[src/rtl/led_fade_pkg.sv]
// Shared defaults, channel state enum and saturating step helper for the LED fade PWM block.
package led_fade_pkg;

  localparam int CHANNELS_DEF = 8;
  localparam int PWM_BITS_DEF = 8;
  localparam int RAMP_DIV_DEF = 4096;
  localparam int STEP_DEF     = 1;

  // Wide enough for any practical PWM_BITS plus the saturation guard bit.
  localparam int SAT_W = 17;

  typedef enum logic [1:0] {OFF, RISING, ON, FALLING} chan_state_e;

  function automatic logic [SAT_W-1:0] sat_step(input logic [SAT_W-1:0] val,
                                                input logic [SAT_W-1:0] delta,
                                                input logic [SAT_W-1:0] max,
                                                input logic             up);
    logic [SAT_W:0] sum;
    sum = {1'b0, val} + {1'b0, delta};
    if (up) return (sum > {1'b0, max}) ? max : sum[SAT_W-1:0];
    return (val > delta) ? (val - delta) : '0;
  endfunction

endpackage

[src/rtl/led_fade_channel.sv]
// One fading channel: target bit, brightness level, shadow duty and PWM comparator.
// Define LED_FADE_GAMMA_EN for a square-law duty curve (one extra pipeline stage).
module led_fade_channel
  import led_fade_pkg::*;
#(
  parameter int PWM_BITS = PWM_BITS_DEF,
  parameter int STEP     = STEP_DEF
) (
  input  logic                CLK,
  input  logic                RST,
  input  logic                tick,
  input  logic                wrap,
  input  logic [PWM_BITS-1:0] pwm_cnt,
  input  logic                pattern_bit,
  input  logic                pattern_vld,
  output logic                pwm_out,
  output logic                busy_nxt
);

  localparam logic [PWM_BITS-1:0] MAX = '1;

  chan_state_e         state;
  logic                target_q, target_d;
  logic [PWM_BITS-1:0] level_q, level_d;
  logic [PWM_BITS-1:0] duty_q, duty_d, duty_src;
  logic                pwm_q, pwm_d;
  logic [SAT_W-1:0]    ramp_val;

  always_comb begin
    if (target_q) state = (level_q == MAX) ? ON  : RISING;
    else          state = (level_q == '0)  ? OFF : FALLING;
  end

`ifdef LED_FADE_GAMMA_EN
  localparam int PW = 2 * PWM_BITS;
  logic [PWM_BITS-1:0] gamma_q, gamma_d;
  logic [PW-1:0]       prod;

  // (level+1)*level / 2^PWM_BITS keeps both endpoints exact.
  always_comb begin
    prod    = (PW'(level_q) + PW'(1)) * PW'(level_q);
    gamma_d = PWM_BITS'(prod >> PWM_BITS);
  end

  always_ff @(posedge CLK) begin
    if (RST) gamma_q <= '0;
    else     gamma_q <= gamma_d;
  end

  assign duty_src = gamma_q;
`else
  assign duty_src = level_q;
`endif

  always_comb begin
    ramp_val = sat_step(SAT_W'(level_q), SAT_W'(STEP), SAT_W'(MAX), target_q);
    target_d = pattern_vld ? pattern_bit : target_q;
    level_d  = level_q;
    // A tick uses the target held before any same-cycle strobe.
    if (tick && (state == RISING || state == FALLING)) level_d = PWM_BITS'(ramp_val);
    duty_d   = wrap ? duty_src : duty_q;
    pwm_d    = (pwm_cnt < duty_q);
    busy_nxt = (level_d != (target_d ? MAX : '0));
  end

  always_ff @(posedge CLK) begin
    if (RST) begin
      target_q <= 1'b0;
      level_q  <= '0;
      duty_q   <= '0;
      pwm_q    <= 1'b0;
    end else begin
      target_q <= target_d;
      level_q  <= level_d;
      duty_q   <= duty_d;
      pwm_q    <= pwm_d;
    end
  end

  assign pwm_out = pwm_q;

  a_on_holds:  assert property (@(posedge CLK) disable iff (RST)
                                (tick && state == ON)  |=> (level_q == MAX));
  a_off_holds: assert property (@(posedge CLK) disable iff (RST)
                                (tick && state == OFF) |=> (level_q == '0));

endmodule

[src/rtl/led_fade_pwm.sv]
// Soft-fading PWM driver for an 8-bit blink pattern; owns the shared counters and busy flag.
// LED_FADE_GAMMA_EN selects the gamma duty curve inside each channel.
module led_fade_pwm
  import led_fade_pkg::*;
#(
  parameter int CHANNELS = CHANNELS_DEF,
  parameter int PWM_BITS = PWM_BITS_DEF,
  parameter int RAMP_DIV = RAMP_DIV_DEF,
  parameter int STEP     = STEP_DEF
) (
  input  logic                CLK,
  input  logic                RST,
  input  logic [CHANNELS-1:0] pattern_in,
  input  logic                pattern_vld,
  output logic [CHANNELS-1:0] pwm_out,
  output logic                period_start,
  output logic                busy
);

  localparam int                  PRE_W    = (RAMP_DIV > 1) ? $clog2(RAMP_DIV) : 1;
  localparam logic [PWM_BITS-1:0] CNT_LAST = PWM_BITS'((2 ** PWM_BITS) - 2);
  localparam logic [PRE_W-1:0]    PRE_LAST = PRE_W'(RAMP_DIV - 1);

  logic [PWM_BITS-1:0] pwm_cnt_q, pwm_cnt_d;
  logic [PRE_W-1:0]    pre_q, pre_d;
  logic                period_start_q, period_start_d;
  logic                busy_q, busy_d;
  logic                wrap, tick;
  logic [CHANNELS-1:0] busy_nxt;

  // Period is MAX cycles: the counter never reaches MAX, so duty MAX is always on.
  always_comb begin
    wrap           = (pwm_cnt_q == CNT_LAST);
    pwm_cnt_d      = wrap ? '0 : pwm_cnt_q + PWM_BITS'(1);
    tick           = (pre_q == PRE_LAST);
    pre_d          = tick ? '0 : pre_q + PRE_W'(1);
    period_start_d = (pwm_cnt_q == '0);
    busy_d         = |busy_nxt;
  end

  always_ff @(posedge CLK) begin
    if (RST) begin
      pwm_cnt_q      <= '0;
      pre_q          <= '0;
      period_start_q <= 1'b0;
      busy_q         <= 1'b0;
    end else begin
      pwm_cnt_q      <= pwm_cnt_d;
      pre_q          <= pre_d;
      period_start_q <= period_start_d;
      busy_q         <= busy_d;
    end
  end

  for (genvar i = 0; i < CHANNELS; i++) begin : g_ch
    led_fade_channel #(
      .PWM_BITS (PWM_BITS),
      .STEP     (STEP)
    ) u_ch (
      .CLK         (CLK),
      .RST         (RST),
      .tick        (tick),
      .wrap        (wrap),
      .pwm_cnt     (pwm_cnt_q),
      .pattern_bit (pattern_in[i]),
      .pattern_vld (pattern_vld),
      .pwm_out     (pwm_out[i]),
      .busy_nxt    (busy_nxt[i])
    );
  end

  assign period_start = period_start_q;
  assign busy         = busy_q;

endmodule

[config.mk]
export PLATFORM = sky130hd
export DESIGN_NAME = led_fade_pwm
export DESIGN_NICKNAME = d
export VERILOG_FILES = /design/src/rtl/led_fade_pkg.sv /design/src/rtl/led_fade_channel.sv /design/src/rtl/led_fade_pwm.sv
export SDC_FILE = /design/constraint.sdc
export NUM_CORES = 1
export LEC_CHECK = 0
export ABC_AREA = 1
export CAP_MARGIN = 10
export CELL_PAD_IN_SITES_DETAIL_PLACEMENT = 1
export CELL_PAD_IN_SITES_GLOBAL_PLACEMENT = 2
export CORE_AREA = 3 3 191 193
export DETAILED_ROUTE_END_ITERATION = 10
export DIE_AREA = 0 0 194 196
export PLACE_DENSITY = 0.87
export SETUP_SLACK_MARGIN = 0.3
export SLEW_MARGIN = 5
export SYNTH_ARGS = -nofsm -noshare
export SYNTH_HDL_FRONTEND = slang
export SYNTH_SLANG_ARGS = --single-unit
[constraint.sdc]
create_clock -name CLK -period 3.1 [get_ports CLK]
set_input_delay 0.93 -clock CLK [delete_from_list [all_inputs] [get_ports CLK]]
set_output_delay 0.93 -clock CLK [all_outputs]
set_load 0.1 [all_outputs]
; Word-level counts from Yosys, hierarchy flattened
; Index checks and enable logic that the tools add are counted.
[totals]
register_bits = 166
latch_bits = 0
ram_bits = 0
mem_bits_ro = 0
output_inout_bits = 10
word_cells = 228
mem_count = 0
[op_classes]
addsub = 18
multipliers = 0
div_mod_pow = 0
magnitude_cmp = 24
eq_ne = 34
shift = 0
muxes = 88
n_bitwise = 0
reduce_logical = 28
[op_table]
columns = cell, count
row1 = $mux W8, 48
row2 = $add A8 B1 Y9 const B, 8
row3 = $eq A8 B8 Y1 const B, 9
row4 = $gt A9 B8 Y1 const B, 8
row5 = $logic_not A8 Y1, 9
row6 = $gt A8 B1 Y1 const B, 8
row7 = $lt A8 B8 Y1, 8
row8 = $ne A8 B8 Y1, 8
row9 = $sub A8 B1 Y8 const B, 8
row10 = $mux W2, 24
row11 = $eq A2 B1 Y1 const B, 8
row12 = $eq A2 B2 Y1 const B, 8
row13 = $mux W1, 16
row14 = $add A12 B1 Y12 const B, 1
row15 = $eq A12 B12 Y1 const B, 1
row16 = $add A8 B1 Y8 const B, 1
row17 = $logic_and A1 B1 Y1, 8
row18 = $logic_or A1 B1 Y1, 8
row19 = $reduce_or A8 Y1, 1
row20 = $reduce_or A2 Y1, 2

; Depth between registers and ports, before layout
[depth]
depth_word = 9
depth_mapped = 20

; Modules after synthesis
; Synthesis repeated with hierarchy kept, for this count alone.
[unflattened]
hier_cells = 2067
area_unflattened_um2 = 12848.6
[by_module_without_submodules]
columns = mod, instances, cells_per_inst, area_per_inst_um2
row1 = led_fade_channel, 8, 240, 1473.9
row2 = led_fade_pwm, 1, 147, 1057.3

; Least setup slack after synthesis
; Ideal clock, no wire load.
[synth_timing]
path_type = reg2reg
start = register g_ch[2].u_ch.level_q[0]
end = register busy_q, in the netlist busy
arrival_ps = 2018
required_time_ps = 2968
path_slack_ps = 951
stages_incl_launch_ff = 18
n_path_buf = 0
synth_period_minus_slack_ps = 2149
path_cell_list = dfxtp_1 inv_1 ha_1 or2_2 nand4_1 inv_1 nor2_1 nor2_1 nor2_1 nand2_1 nand2_1 nand2_1 nor2_1 nand2_1 nand2_1 nand2_1 nor2_1 a21oi_1
[synth_via]
elab_chain_len = 9
elab_cells_between_ends = 20
[synth_lines]
columns = element, line
row1 = start: declaration, led_fade_channel.sv:24  ; logic [PWM_BITS-1:0] level_q, level_d;
row2 = start signal: assignment, led_fade_channel.sv:74  ; level_q <= level_d;
row3 = branches (longest 6 deep; another with $add A8 B1 Y9), n/a
row4 = $mux W8 (*), led_fade_channel.sv:60  ; if (tick && (state == RISING || state == FALLING)) level_d = PWM_BITS'(ramp_val);
row5 = $ne A8 B8 Y1 (*), led_fade_channel.sv:63  ; busy_nxt = (level_d != (target_d ? MAX : '0));
row6 = $reduce_or A8 Y1 (*), led_fade_pwm.sv:38  ; busy_d = |busy_nxt;
row7 = end signal: assignment, led_fade_pwm.sv:51  ; busy_q <= busy_d;
row8 = end: declaration, led_fade_pwm.sv:27  ; logic busy_q, busy_d;
; Mark *: on every way between the ends. The select of a mux whose other input is x is not followed.
; A chain may end at the register's enable or synchronous reset.

; Final worst setup path
[layout_timing]
start = register g_ch[4].u_ch.level_q[0]
end = register busy_q, in the netlist busy
[layout_via]
elab_chain_len = 9
elab_cells_between_ends = 20
[layout_lines]
columns = element, line
row1 = start: declaration, led_fade_channel.sv:24
row2 = start signal: assignment, led_fade_channel.sv:74
row3 = branches (longest 6 deep; another with $add A8 B1 Y9), n/a
row4 = $mux W8 (*), led_fade_channel.sv:60
row5 = $ne A8 B8 Y1 (*), led_fade_channel.sv:63
row6 = $reduce_or A8 Y1 (*), led_fade_pwm.sv:38
; Marks and branches as above.

==> reports/metrics.yaml <==
maxCapViolations: 0
netlist.area_leader.share: 0.273
worst-endpoint-required_ns: 3.43
boundaryPins: 21
gp_congestion: 0.833
fin_skew_ns: 0.0176
grt_busiest_layer: "met2"
crit_type: "flip-flop to flip-flop"
clock_sinks: 166
place_ws_ns: 0.236
final_nets: 2081
final_hold_viol_count: 0
postSynthCellCount: 1962
postSynthNetCount: 2064
final.setup.tns_ns: 0
synth_seq_cells: 166
worst_ep_arrival_time_ns: 2.95
crit_fanout: 7
tritoncts.num_buffers: 17
via_count: 12500
yosysMostFrequentCell: "sky130_fd_sc_hd__nand2_1"
setup_violations: 0
grt.total_usage: 0.203
fmax_mhz: 381
setup_repair_after_global_routing_missed_its_margin: "no"
postRouteWirelength_mm: 39.1
synth_compound_area_frac: 0.145
finalWorstPathRequiredPeriod_ns: 2.62
initial_core_util: 0.350
async_flop_share: 0
grt_max_degree: 43
gr-total-overflow: 0
postSynth.topFlopCell: "sky130_fd_sc_hd__dfxtp_1"
core_area_mm2: 0.0347
fillers: 4608
die_width_um: 194
post_synth_mux_area_share: 0
synth_top_family_by_area: "simple AND/OR/NAND/NOR gates"
global_route.usage.met3: 0.0268
synth.cells.most_frequent: "503 x sky130_fd_sc_hd__nand2_1, 283 x sky130_fd_sc_hd__nor2_1, 234 x sky130_fd_sc_hd__inv_1, 166 x sky130_fd_sc_hd__dfxtp_1, 165 x sky130_fd_sc_hd__nand3_1"
final_layout_size_suffix_gt1_frac: 0.0803
synth_xor_xnor_area_share: 0.0288
crit_path_start_kind: "flip-flop"
cellPowerDensity_mw_per_mm2: 351
ctsRootBufferMaster: "sky130_fd_sc_hd__clkbuf_16"
yosys-top-cells-area: "sky130_fd_sc_hd__dfxtp_1 27%, sky130_fd_sc_hd__nand2_1 16%, sky130_fd_sc_hd__ha_1 9.4%"
global_route.usage.met1: 0.268
chipHeight_um: 196
timing.critical_path.to_type: "flip-flop"
drt-pass1-iter-count: 4
routed_antenna_nets: 0
grt_first_pass_wirelength_mm: 64.3
ctsLongestPathBuffers: 2
vdd_ir_drop_max_mv: 0.402
detailedRoute.firstIterationViolations: 473
diodes: 0
tritoncts: "yes"
power.leakage_nw: 6.09
vias_in_the_first_global_route: 12800
rows: 68
avgSynthCellArea_um2: 6.20
antenna_found_initial: 1
worst_slack_setup_final_ns: 0.478
synth_area_mm2: 0.0122
hold_buffer_count_at_cts: 0
placement.io_buffers: 20
ctsHtreeMaxLevel: 4
area.growth.synth_to_final_pct: 12.5
finalCritPeriodShare: 0.846
global_route.usage.met2: 0.348
timing_max_transition_violations_final: 0
synth_edf_count: 0
synth-simple-area-share: 0.358
timing.hold.worst.class: "flip-flop to flip-flop"
run_status: "completed"
clk_pin_slew_ns: 0.07
worst-slew-pin-transition_ns: 0.959
max_slew_margin: 0.344
die_area_mm2: 0.0380
yosysWarningCount: 0
route.detailed.drc: 0
clkLatencyLatePin_ns: 0.45
routed_via_density: 5.13
yosysSeqAreaShare: 0.273
post-synth-top-area-cell: "sky130_fd_sc_hd__dfxtp_1"
synth.lib_cells_used.distinct: 51
post_synth_fa_ha_maj_area_fraction: 0.0937
routed_wire_length_per_instance_um: 16.0
dpl.hpwl_mm: 30.0
registers in the layout (all words and copies together) (netlist names):
register / count
g_ch.u_ch.duty_q: 64
g_ch.u_ch.duty_src: 64
busy: 1
period_start: 1
pwm_cnt_q: 8
g_ch.u_ch.target_q: 8
pre_q: 12
g_ch.u_ch.pwm_out: 8
per-stage QoR:
step                      total power [W]  hold slack [ns]  utilization  cells  cell area, um^2
after floorplan                   0.00256            0.418            -   1962            12200
after global placement            0.00269            0.429        0.371   2405            12900
after detailed placement          0.00269            0.439        0.371   2405            12900
after CTS                         0.00486            0.455        0.388   2437            13500
after global routing              0.00500            0.472        0.394   2447            13700
final                             0.00480            0.449        0.394   2447            13700
cells by family after synthesis:
logic type               count (synthesis)
XOR/XNOR                                40
flip-flops                             166
buffers and inverters                  310
AO/OA/AOI/OAI                          324
adder cells (fa/ha/maj)                 91
AND/OR/NAND/NOR                       1031
critical path: stages (launching register included):
cell and delay, ns:
sky130_fd_sc_hd__dfxtp_1 0.45, sky130_fd_sc_hd__inv_2 0.13, sky130_fd_sc_hd__ha_1 0.26, sky130_fd_sc_hd__nand2_1 0.14, sky130_fd_sc_hd__nand2_1 0.06, sky130_fd_sc_hd__nand2_1 0.17
sky130_fd_sc_hd__inv_1 0.09, sky130_fd_sc_hd__nand2_1 0.12, sky130_fd_sc_hd__nand3_1 0.11, sky130_fd_sc_hd__nand2_1 0.11, sky130_fd_sc_hd__nand2_1 0.07, sky130_fd_sc_hd__nor2_1 0.08
sky130_fd_sc_hd__nand3_1 0.09, sky130_fd_sc_hd__nor2_1 0.15, sky130_fd_sc_hd__nand2_1 0.11, sky130_fd_sc_hd__nand2_1 0.10, sky130_fd_sc_hd__nand2_1 0.06, sky130_fd_sc_hd__nor2_1 0.14
sky130_fd_sc_hd__a21oi_1 0.08
where the power goes:
| group | leakage (nW) | switching, W | total (W) | internal (W) |
|---|---|---|---|---|
| Sequential | 1.35 | 0.0000239 | 0.00218 | 0.00215 |
| Clock | 0.295 | 0.00107 | 0.00216 | 0.00109 |
| Combinational | 4.45 | 0.000314 | 0.000468 | 0.000154 |
final timing paths:
check | startpoint | end | slack, ns | cells past startpoint
min | pre_q[0] | pre_q[0] | 0.45 | 1
max reg2reg | g_ch[4].u_ch.duty_src[0] | busy | 0.48 | 18
min reg2reg | pre_q[0] | pre_q[0] | 0.45 | 1
max | g_ch[4].u_ch.duty_src[0] | busy | 0.48 | 18
cell usage in the layout, fill, tap and decap left out, types with 23 or more instances in the layout:
cell type,instances
sky130_fd_sc_hd__nand2_1,500
sky130_fd_sc_hd__o21ai_0,108
sky130_fd_sc_hd__a21oi_1,155
sky130_fd_sc_hd__nand4_1,23
sky130_fd_sc_hd__dfxtp_1,153
sky130_fd_sc_hd__nor2_1,279
sky130_fd_sc_hd__inv_1,230
sky130_fd_sc_hd__buf_4,52
sky130_fd_sc_hd__ha_1,89
sky130_fd_sc_hd__xor2_1,36
sky130_fd_sc_hd__nand3_1,160
layer usage:
metal | wire, um | part of all wire
met1 | 19000 | 0.49
met2 | 18400 | 0.47
met3 | 889 | 0.023
met4 | 748 | 0.019
met5 | 8 | 0.00020
area by class of cell:
cell class / count / area, um^2 / area share
Sequential cell: 166 / 3340 / 0.245
Clock inverter: 15 / 179 / 0.0131
Inverter: 242 / 912 / 0.0667
Clock buffer: 17 / 425 / 0.0311
Timing Repair Buffer: 66 / 557 / 0.0407
Tap cell: 455 / 569 / 0.0416
Multi-Input combinational cell: 1486 / 7690 / 0.562
what timing repair did:
item / 4_1_cts / 5_1_grt
buffers inserted: 0 / 10
pin swaps: 0 / 6
hold endpoints to repair: 0 / 0
endpoints found under the setup margin: 1 / 1
gates resized for setup: 1 / 38
(Power assumes the default switching activity.)
